**src/rtl/vm_multi_ctrl_if.sv**
```systemverilog
// Front-end bundle of the vending controller: user coin/select/cancel, supplier
// slot writes, and the registered actuator/status outputs.
interface vm_multi_ctrl_if #(
    parameter int IW      = 3,
    parameter int CNT_W   = 4,
    parameter int PRICE_W = 8,
    parameter int BAL_W   = 16
);
    logic               coin_valid;
    logic [1:0]         coin_val;
    logic               sel_valid;
    logic [IW-1:0]      sel_idx;
    logic               cancel;
    logic               sup_valid;
    logic [IW-1:0]      sup_idx;
    logic [CNT_W-1:0]   sup_count;
    logic [PRICE_W-1:0] sup_price;
    logic               vend_valid;
    logic [IW-1:0]      vend_idx;
    logic               change_valid;
    logic [BAL_W-1:0]   change_amt;
    logic               coin_reject;
    logic [BAL_W-1:0]   balance;
    logic [2:0]         status;
    logic               busy;

    modport master (
        output coin_valid, coin_val, sel_valid, sel_idx, cancel,
               sup_valid, sup_idx, sup_count, sup_price,
        input  vend_valid, vend_idx, change_valid, change_amt,
               coin_reject, balance, status, busy
    );

    modport slave (
        input  coin_valid, coin_val, sel_valid, sel_idx, cancel,
               sup_valid, sup_idx, sup_count, sup_price,
        output vend_valid, vend_idx, change_valid, change_amt,
               coin_reject, balance, status, busy
    );
endinterface

```
**src/rtl/vm_multi_ctrl.sv**
```systemverilog
// Vending-machine controller: coin credit, per-slot inventory and price, vend,
// change return and cancel. Every output is a flop updated on the rising edge.
module vm_multi_ctrl #(
    parameter int N_ITEMS    = 8,
    parameter int CNT_W      = 4,
    parameter int PRICE_W    = 8,
    parameter int BAL_W      = 16,
    parameter int MAX_CREDIT = 1000
) (
    input logic            clk,
    input logic            hrst,
    vm_multi_ctrl_if.slave bus
);
    localparam int IW = $clog2(N_ITEMS);

    typedef enum logic [1:0] {S_IDLE, S_CREDIT, S_VEND, S_CHANGE} state_e;
    typedef enum logic [2:0] {
        ST_OK           = 3'd0,
        ST_SOLD_OUT     = 3'd1,
        ST_INSUFFICIENT = 3'd2,
        ST_OVER_CREDIT  = 3'd3,
        ST_BAD_SEL      = 3'd4,
        ST_SUP_REJECT   = 3'd5
    } status_e;

    state_e             state_q, state_d;
    status_e            status_q, status_d;
    logic [BAL_W-1:0]   balance_q, balance_d;
    logic [CNT_W-1:0]   count_q [N_ITEMS];
    logic [CNT_W-1:0]   count_d [N_ITEMS];
    logic [PRICE_W-1:0] price_q [N_ITEMS];
    logic [PRICE_W-1:0] price_d [N_ITEMS];
    logic               vend_valid_q, vend_valid_d;
    logic [IW-1:0]      vend_idx_q, vend_idx_d;
    logic               change_valid_q, change_valid_d;
    logic [BAL_W-1:0]   change_amt_q, change_amt_d;
    logic               coin_reject_q, coin_reject_d;
    logic               busy_q, busy_d;

    logic [BAL_W-1:0]   coin_amt;
    logic [BAL_W:0]     coin_sum;
    logic               sel_in_range, sup_in_range;
    logic [IW-1:0]      sel_slot, sup_slot;
    logic [BAL_W-1:0]   sel_price;
    logic               user_any, user_status;

    always_comb begin
        case (bus.coin_val)
            2'b00:   coin_amt = BAL_W'(5);
            2'b01:   coin_amt = BAL_W'(10);
            2'b10:   coin_amt = BAL_W'(25);
            default: coin_amt = BAL_W'(100);
        endcase
    end

    // Out-of-range indices are steered to slot 0 so array reads stay in bounds;
    // the range flags gate every use of the slot.
    assign coin_sum     = {1'b0, balance_q} + {1'b0, coin_amt};
    assign sel_in_range = ({1'b0, bus.sel_idx} < (IW+1)'(N_ITEMS));
    assign sup_in_range = ({1'b0, bus.sup_idx} < (IW+1)'(N_ITEMS));
    assign sel_slot     = sel_in_range ? bus.sel_idx : '0;
    assign sup_slot     = sup_in_range ? bus.sup_idx : '0;
    assign sel_price    = BAL_W'(price_q[sel_slot]);
    assign user_any     = bus.coin_valid | bus.sel_valid | bus.cancel;

    always_comb begin
        state_d        = state_q;
        status_d       = status_q;
        balance_d      = balance_q;
        count_d        = count_q;
        price_d        = price_q;
        vend_valid_d   = 1'b0;
        vend_idx_d     = vend_idx_q;
        change_valid_d = 1'b0;
        change_amt_d   = change_amt_q;
        coin_reject_d  = 1'b0;
        user_status    = 1'b0;

        case (state_q)
            S_IDLE, S_CREDIT: begin
                if (bus.cancel) begin
                    coin_reject_d = bus.coin_valid;
                    if (state_q == S_CREDIT) begin
                        state_d        = S_CHANGE;
                        change_valid_d = 1'b1;
                        change_amt_d   = balance_q;
                        balance_d      = '0;
                        status_d       = ST_OK;
                        user_status    = 1'b1;
                    end
                end else if (bus.sel_valid) begin
                    coin_reject_d = bus.coin_valid;
                    user_status   = 1'b1;
                    if (!sel_in_range) begin
                        status_d = ST_BAD_SEL;
                    end else if (count_q[sel_slot] == '0) begin
                        status_d = ST_SOLD_OUT;
                    end else if (balance_q < sel_price) begin
                        status_d = ST_INSUFFICIENT;
                    end else begin
                        state_d           = S_VEND;
                        vend_valid_d      = 1'b1;
                        vend_idx_d        = sel_slot;
                        count_d[sel_slot] = count_q[sel_slot] - CNT_W'(1);
                        balance_d         = balance_q - sel_price;
                        status_d          = ST_OK;
                    end
                end else if (bus.coin_valid) begin
                    user_status = 1'b1;
                    if (coin_sum <= (BAL_W+1)'(MAX_CREDIT)) begin
                        balance_d = coin_sum[BAL_W-1:0];
                        state_d   = S_CREDIT;
                        status_d  = ST_OK;
                    end else begin
                        coin_reject_d = 1'b1;
                        status_d      = ST_OVER_CREDIT;
                    end
                end
            end
            S_VEND: begin
                coin_reject_d = bus.coin_valid;
                if (balance_q != '0) begin
                    state_d        = S_CHANGE;
                    change_valid_d = 1'b1;
                    change_amt_d   = balance_q;
                    balance_d      = '0;
                end else begin
                    state_d = S_IDLE;
                end
            end
            S_CHANGE: begin
                coin_reject_d = bus.coin_valid;
                state_d       = S_IDLE;
            end
            default: state_d = S_IDLE;
        endcase

        // A dropped supplier write only reports when no user event claimed status.
        if (bus.sup_valid) begin
            if (state_q == S_IDLE && !user_any) begin
                if (sup_in_range) begin
                    count_d[sup_slot] = bus.sup_count;
                    price_d[sup_slot] = bus.sup_price;
                    status_d          = ST_OK;
                end else begin
                    status_d = ST_BAD_SEL;
                end
            end else if (!user_status) begin
                status_d = ST_SUP_REJECT;
            end
        end

        busy_d = (state_d == S_VEND) || (state_d == S_CHANGE);
    end

    always_ff @(posedge clk) begin
        if (hrst) begin
            state_q        <= S_IDLE;
            status_q       <= ST_OK;
            balance_q      <= '0;
            vend_valid_q   <= 1'b0;
            vend_idx_q     <= '0;
            change_valid_q <= 1'b0;
            change_amt_q   <= '0;
            coin_reject_q  <= 1'b0;
            busy_q         <= 1'b0;
            // NOTE: the slot tables are functional state (reset must empty the
            // machine), so they are cleared here rather than left uninitialised.
            for (int i = 0; i < N_ITEMS; i++) begin
                count_q[i] <= '0;
                price_q[i] <= '0;
            end
        end else begin
            state_q        <= state_d;
            status_q       <= status_d;
            balance_q      <= balance_d;
            vend_valid_q   <= vend_valid_d;
            vend_idx_q     <= vend_idx_d;
            change_valid_q <= change_valid_d;
            change_amt_q   <= change_amt_d;
            coin_reject_q  <= coin_reject_d;
            busy_q         <= busy_d;
            count_q        <= count_d;
            price_q        <= price_d;
        end
    end

    assign bus.vend_valid   = vend_valid_q;
    assign bus.vend_idx     = vend_idx_q;
    assign bus.change_valid = change_valid_q;
    assign bus.change_amt   = change_amt_q;
    assign bus.coin_reject  = coin_reject_q;
    assign bus.balance      = balance_q;
    assign bus.status       = status_q;
    assign bus.busy         = busy_q;
endmodule

```
**src/flat_wrapper.sv**
```systemverilog
// flat-port wrapper written by rule: the top's interface ports become plain ports
module vm_multi_ctrl_flat 
#(
    parameter int N_ITEMS    = 8,
    parameter int CNT_W      = 4,
    parameter int PRICE_W    = 8,
    parameter int BAL_W      = 16,
    parameter int MAX_CREDIT = 1000
)
  (clk, hrst, bus_coin_valid, bus_coin_val, bus_sel_valid, bus_sel_idx, bus_cancel, bus_sup_valid, bus_sup_idx, bus_sup_count, bus_sup_price, bus_vend_valid, bus_vend_idx, bus_change_valid, bus_change_amt, bus_coin_reject, bus_balance, bus_status, bus_busy);
  vm_multi_ctrl_if #(.CNT_W(CNT_W), .PRICE_W(PRICE_W), .BAL_W(BAL_W)) bus_i ();
  input logic clk;
  input logic hrst;
  input wire logic [$bits(bus_i.coin_valid)-1:0] bus_coin_valid;
  input wire logic [$bits(bus_i.coin_val)-1:0] bus_coin_val;
  input wire logic [$bits(bus_i.sel_valid)-1:0] bus_sel_valid;
  input wire logic [$bits(bus_i.sel_idx)-1:0] bus_sel_idx;
  input wire logic [$bits(bus_i.cancel)-1:0] bus_cancel;
  input wire logic [$bits(bus_i.sup_valid)-1:0] bus_sup_valid;
  input wire logic [$bits(bus_i.sup_idx)-1:0] bus_sup_idx;
  input wire logic [$bits(bus_i.sup_count)-1:0] bus_sup_count;
  input wire logic [$bits(bus_i.sup_price)-1:0] bus_sup_price;
  output wire logic [$bits(bus_i.vend_valid)-1:0] bus_vend_valid;
  output wire logic [$bits(bus_i.vend_idx)-1:0] bus_vend_idx;
  output wire logic [$bits(bus_i.change_valid)-1:0] bus_change_valid;
  output wire logic [$bits(bus_i.change_amt)-1:0] bus_change_amt;
  output wire logic [$bits(bus_i.coin_reject)-1:0] bus_coin_reject;
  output wire logic [$bits(bus_i.balance)-1:0] bus_balance;
  output wire logic [$bits(bus_i.status)-1:0] bus_status;
  output wire logic [$bits(bus_i.busy)-1:0] bus_busy;
  assign bus_i.coin_valid = bus_coin_valid;
  assign bus_i.coin_val = bus_coin_val;
  assign bus_i.sel_valid = bus_sel_valid;
  assign bus_i.sel_idx = bus_sel_idx;
  assign bus_i.cancel = bus_cancel;
  assign bus_i.sup_valid = bus_sup_valid;
  assign bus_i.sup_idx = bus_sup_idx;
  assign bus_i.sup_count = bus_sup_count;
  assign bus_i.sup_price = bus_sup_price;
  assign bus_vend_valid = bus_i.vend_valid;
  assign bus_vend_idx = bus_i.vend_idx;
  assign bus_change_valid = bus_i.change_valid;
  assign bus_change_amt = bus_i.change_amt;
  assign bus_coin_reject = bus_i.coin_reject;
  assign bus_balance = bus_i.balance;
  assign bus_status = bus_i.status;
  assign bus_busy = bus_i.busy;
  vm_multi_ctrl #(.N_ITEMS(N_ITEMS), .CNT_W(CNT_W), .PRICE_W(PRICE_W), .BAL_W(BAL_W), .MAX_CREDIT(MAX_CREDIT)) u_core (.clk(clk), .hrst(hrst), .bus(bus_i));
endmodule
```
**config.mk**
```make
export PLATFORM = sky130hd
export DESIGN_NAME = vm_multi_ctrl_flat
export DESIGN_NICKNAME = d
export VERILOG_FILES = /design/src/rtl/vm_multi_ctrl_if.sv /design/src/rtl/vm_multi_ctrl.sv /design/src/flat_wrapper.sv
export SDC_FILE = /design/constraint.sdc
export NUM_CORES = 1
export LEC_CHECK = 0
export ABC_AREA = 1
export CORE_MARGIN = 1
export CORE_UTILIZATION = 40
export CTS_CLUSTER_DIAMETER = 100
export DETAILED_ROUTE_END_ITERATION = 16
export GPL_TIMING_DRIVEN = 0
export PLACE_DENSITY_LB_ADDON = 0.05
export SLEW_MARGIN = 20
export SYNTH_ARGS = -nofsm -noshare
export SYNTH_HDL_FRONTEND = slang
export SYNTH_SLANG_ARGS = --single-unit
export TNS_END_PERCENT = 100
```
**constraint.sdc**
```tcl
create_clock -name clk -period 5.3 [get_ports clk]
set_input_delay 0.795 -clock clk [delete_from_list [all_inputs] [get_ports clk]]
set_output_delay 0.795 -clock clk [all_outputs]
set_load 0.02 [all_outputs]
```
==> results.md <==
Setup path:
- The path type of the worst setup path is in2reg.
- In this run the worst path has a maximum fanout of 10.
- The data required time at the worst endpoint is 5.68 ns.
- The nature of the critical path startpoint is an input pin.
- The worst setup path is captured at a flip-flop.
- Data arrives at the worst endpoint at 5.09 ns.

Yosys:
- The post-synthesis share of cell area spent on and, or, nand and nor gates is 0.2841.
- The netlist area before placement is 7914 sq um.
- The mean instance size in the synthesized netlist is 6.622 sq um.
- After synthesis, the share of flip-flops with an asynchronous set or reset is 0.
- The largest family of logic cells by synthesized area is simple AND/OR/NAND/NOR gates.
- For this run, the register share of the synthesized area comes to 0.3542.
- The synthesized netlist contains 48 unique library cells.
- The count of flip-flops with a built-in enable after synthesis is 0.
- The fraction of the mapped netlist area in compound gates is 0.2217.
- The post-synthesis net count is 1241.
- Of the total synthesized cell area, the portion taken by full adders, half adders and majority gates is 0.03352.
- The synthesis-stage register bit count is 140.
- Measured against the total synthesized area, the mux share comes to 0.
- The count of mapped cells out of synthesis is 1195.
- Yosys printed 0 warnings.
- The dominant synthesized flop cell is sky130_fd_sc_hd__dfxtp_1.
- Of the total synthesized cell area, the portion taken by XOR and XNOR cells is 0.007589.

Layout:
- The sequential cells in the finished layout cover a total of 2803 sq um.
- After the last flow step, the layout net total stands at 1325.
- Fill cells in the final layout number 2074.
- In the layout the commonest cells are sky130_fd_sc_hd__nand2_1 (199), sky130_fd_sc_hd__o21ai_0 (174), sky130_fd_sc_hd__nor2_1 (168).
- The multi-input combinational cells in the finished layout cover a total of 4328 sq um.
- The number of antenna diodes in the final layout is 0.
- The synthesis-to-layout area growth is 19.32%.
- The most common cell after layout, fill and taps aside is sky130_fd_sc_hd__nand2_1.
- In the final layout, the share of cells above drive strength 1 is 0.07663.

Timing:
- The worst-case clock skew is 0.01519 ns.
- Setup violations remaining at the end of the flow were counted as 0.
- The slew at the pin with the worst max-slew slack is 0.9199 ns.
- Measured against its own limit, the worst slew margin works out to 0.3709.
- In the finished design, the share of the clock period the worst path needs comes to 0.8887.
- The final-report hold violation count is 0.
- The clock period could shrink to 4.710 ns.
- The max-slew violation total from the final report is 0.
- Setup repair after global routing left no endpoint under its margin.
- Setup total negative slack on the finished layout was measured at 0 ns.
- Static timing analysis puts the maximum clock frequency at 0.2123 GHz.

Global route:
- The number of antenna violations at the first check in global routing is 0.
- The number of global-route vias before repair is 7321.
- Entering global routing, the biggest net connects 17 pins.
- For this run, the total global-route usage over all layers was measured as 0.2733.
- The first-pass GRT wire length is 41460 um.
- After global routing the overflow that remains totals 0.

Pwr:
- The leakage power figure is 0.004252 uW.
- The analysis attributes to net switching a power of 1597 uW.
- The cell area power density is 416.0 nW/um^2.
- The design internal power is 2330 uW.
- The switching share of power is 0.4067.
- The overall power consumption is 3928 uW.
- The relative contribution of sequential cells to total power is 0.328.
- The share of total power dissipated in combinational logic is 0.382.
- The worst ir drop on vdd is 0.2552 mV.
- The clock network power share is 0.290.

Clock tree:
- TritonCTS built the clock tree.
- Clock-pin slew was measured on the worst setup and hold paths at 0.07 ns.
- The root buffer cell is sky130_fd_sc_hd__clkbuf_16.
- The hold-fix buffer count after cts is 0.
- The number of gates resized after CTS was 0.
- The number of levels in the clock H-tree is 4.
- The clock reaches the later pin of the worst-skew pair after 0.43 ns.
- The number of sinks handled by clock tree synthesis is 140.
- In this run, CTS created clock tree buffers numbering 17.
- The buffer count from post-CTS setup fixing is 0.
- The longest clock path from root to sink contains 2 buffers.

Detailed routing:
- The number of DRC violations after detailed-routing iteration 0 is 627.
- The post-detailed-route count of antenna-violating nets is 0.
- The total met3 wirelength after detailed routing is 1158 um.
- Detailed routing placed a total of 12900 um of wire on met2.
- The total number of vias is 8076.
- After detailed routing, the number of remaining DRC violations is 0.
- The average via count per standard cell is 5.187.
- Dividing the detail-routed wire length by the instance count gives 17.10 um.
- The pre-antenna-repair detailed-routing pass consisted of 5 iterations.
- The met1 layer wirelength in the final routing is 12050 um.
- The final layout contains routed wiring with a total length of 26630 um.
- Routed signal wires occupy layers up through met4.

Status:
- The flow ran to the end, and the final reports show no timing, DRC or antenna violations.

Floorplanning:
- The top-level I/O count is 68.
- The initialized floorplan defines 51 standard-cell rows.
- Measured along the x axis, the die boundary spans 142.7 um.
- The die is 142.7 um tall.
- The starting density of the core is 0.4080.
- The total area inside the core boundary comes to 19400 sq um.
- The die area is 20350 sq um.

Placed design:
- The estimated wirelength of the detail-placed design is 19540 um.
- The count of buffers added on input and output ports is 65.
- The congestion estimate from routability-driven global placement came to 0.9296.

Hold path:
- The class of the most critical hold timing path is reg2reg.

Flow run:
- Across the run, the number of max-cap violations was 0.
kinds of logic (layout without fill, tap and decap cells):
kind of cell,Yosys count,count (layout)
adder cells (fa/ha/maj),20,20
flip-flops,140,140
AO/OA/AOI/OAI,316,316
buffers and inverters,199,296
AND/OR/NAND/NOR,514,514
XOR/XNOR,6,6
critical path: stages:
cell                              delay [ns]
sky130_fd_sc_hd__clkdlybuf4s50_1        0.60
sky130_fd_sc_hd__inv_2                  0.08
sky130_fd_sc_hd__nor2_2                 0.23
sky130_fd_sc_hd__clkbuf_1               0.45
sky130_fd_sc_hd__o21ai_0                0.23
sky130_fd_sc_hd__o211ai_1               0.26
sky130_fd_sc_hd__ha_1                   0.18
sky130_fd_sc_hd__inv_1                  0.07
sky130_fd_sc_hd__fa_1                   0.38
sky130_fd_sc_hd__nand2_1                0.11
sky130_fd_sc_hd__nor2_1                 0.07
sky130_fd_sc_hd__o21ai_0                0.18
sky130_fd_sc_hd__nand2_1                0.17
sky130_fd_sc_hd__nor3_2                 0.36
sky130_fd_sc_hd__nor2_8                 0.09
sky130_fd_sc_hd__nand2_1                0.21
sky130_fd_sc_hd__inv_1                  0.12
sky130_fd_sc_hd__nand3_1                0.17
sky130_fd_sc_hd__nand2_1                0.07
sky130_fd_sc_hd__nand3_1                0.09
sky130_fd_sc_hd__nand3_1                0.08
sky130_fd_sc_hd__inv_1                  0.07
synth_stat cells (3+ instances only):
| master | number | area, sq um |
|---|---|---|
| sky130_fd_sc_hd__ha_1 | 18 | 225.2 |
| sky130_fd_sc_hd__nor2_1 | 168 | 630.6 |
| sky130_fd_sc_hd__o21ai_0 | 174 | 870.8 |
| sky130_fd_sc_hd__nor2_2 | 9 | 56.30 |
| sky130_fd_sc_hd__or2_2 | 12 | 75.07 |
| sky130_fd_sc_hd__nand2_1 | 199 | 747.0 |
| sky130_fd_sc_hd__a211oi_1 | 6 | 45.04 |
| sky130_fd_sc_hd__o21bai_1 | 16 | 120.1 |
| sky130_fd_sc_hd__nand4_1 | 7 | 43.79 |
| sky130_fd_sc_hd__a21oi_1 | 75 | 375.4 |
| sky130_fd_sc_hd__nor3_1 | 15 | 75.07 |
| sky130_fd_sc_hd__buf_2 | 5 | 25.02 |
| sky130_fd_sc_hd__xor2_1 | 4 | 35.03 |
| sky130_fd_sc_hd__o21ai_1 | 8 | 40.04 |
| sky130_fd_sc_hd__o211ai_1 | 13 | 97.59 |
| sky130_fd_sc_hd__a2111oi_0 | 3 | 26.28 |
| sky130_fd_sc_hd__nand2_2 | 3 | 18.77 |
| sky130_fd_sc_hd__nand3_2 | 3 | 30.03 |
| sky130_fd_sc_hd__nand2_4 | 4 | 45.04 |
| sky130_fd_sc_hd__inv_2 | 11 | 41.29 |
| sky130_fd_sc_hd__buf_1 | 3 | 11.26 |
| sky130_fd_sc_hd__nor2_4 | 4 | 45.04 |
| sky130_fd_sc_hd__nand3_1 | 82 | 410.4 |
| sky130_fd_sc_hd__nor4_1 | 3 | 18.77 |
| sky130_fd_sc_hd__clkbuf_1 | 33 | 123.9 |
| sky130_fd_sc_hd__dfxtp_1 | 140 | 2803 |
| sky130_fd_sc_hd__a21oi_2 | 5 | 43.79 |
| sky130_fd_sc_hd__nand3b_1 | 3 | 22.52 |
| sky130_fd_sc_hd__o22ai_1 | 6 | 37.54 |
| sky130_fd_sc_hd__inv_1 | 141 | 529.3 |
worst paths after layout:
kind                                    startpoint                end  slack (ns)  depth (start not counted)
worst min register to register   u_core.price_q[9]  u_core.price_q[9]        0.44                          2
worst min-delay path             u_core.price_q[9]  u_core.price_q[9]        0.44                          2
worst max-delay path                bus_sel_idx[1]  u_core.count_q[5]        0.59                         22
worst max register to register  u_core.price_q[30]  u_core.count_q[5]        1.68                         17
metal layers:
metal  track usage  up-vias
met1        0.3543     3751
li1              -     4093
met3       0.04427       30
met5             0        -
met2        0.4598      202
met4       0.09281        0
through the flow:
step	worst slack, ns	cells	utilization	area, sq um	hold slack [ns]
floorplan	1.478	1195	-	7914	0.4205
global placement	0.2682	1525	0.4586	8896	0.4318
detailed placement	0.2363	1525	0.4586	8896	0.4372
CTS	0.6726	1557	0.4868	9443	0.4464
global route	0.3541	1557	0.4868	9443	0.4579
finish	0.5901	1557	0.4868	9443	0.4449
power groups by stage:
| stage | sequential [uW] | combinational [uW] | clock [uW] |
|---|---|---|---|
| 2_1_floorplan | 1390 | 876 | 0 |
| 3_3_place_gp | 1310 | 1490 | 0 |
| 3_5_place_dp | 1310 | 1490 | 0 |
| 4_1_cts | 1290 | 1500 | 1160 |
| 5_1_grt | 1310 | 1660 | 1200 |
| 6_report | 1290 | 1500 | 1140 |
flip-flops by register name (all words and copies together), names as in the netlist:
name / cells
u_core.bus.change_valid: 1
u_core.bus.balance: 16
u_core.count_q: 32
u_core.bus.coin_reject: 1
u_core.bus.vend_valid: 1
u_core.bus.busy: 1
u_core.bus.vend_idx: 3
u_core.price_q: 64
u_core.state_q: 2
u_core.bus.change_amt: 16
u_core.bus.status: 3
cell type report:
class,count,share of cell area
Buffer,45,0.02173
Clock buffer,19,0.04691
Clock inverter,13,0.01100
Inverter,154,0.06122
Multi-Input combinational cell,856,0.4583
Sequential cell,140,0.2968
Tap cell,265,0.03511
Timing Repair Buffer,65,0.06890
Note: power is estimated with default switching activity, not from simulation.
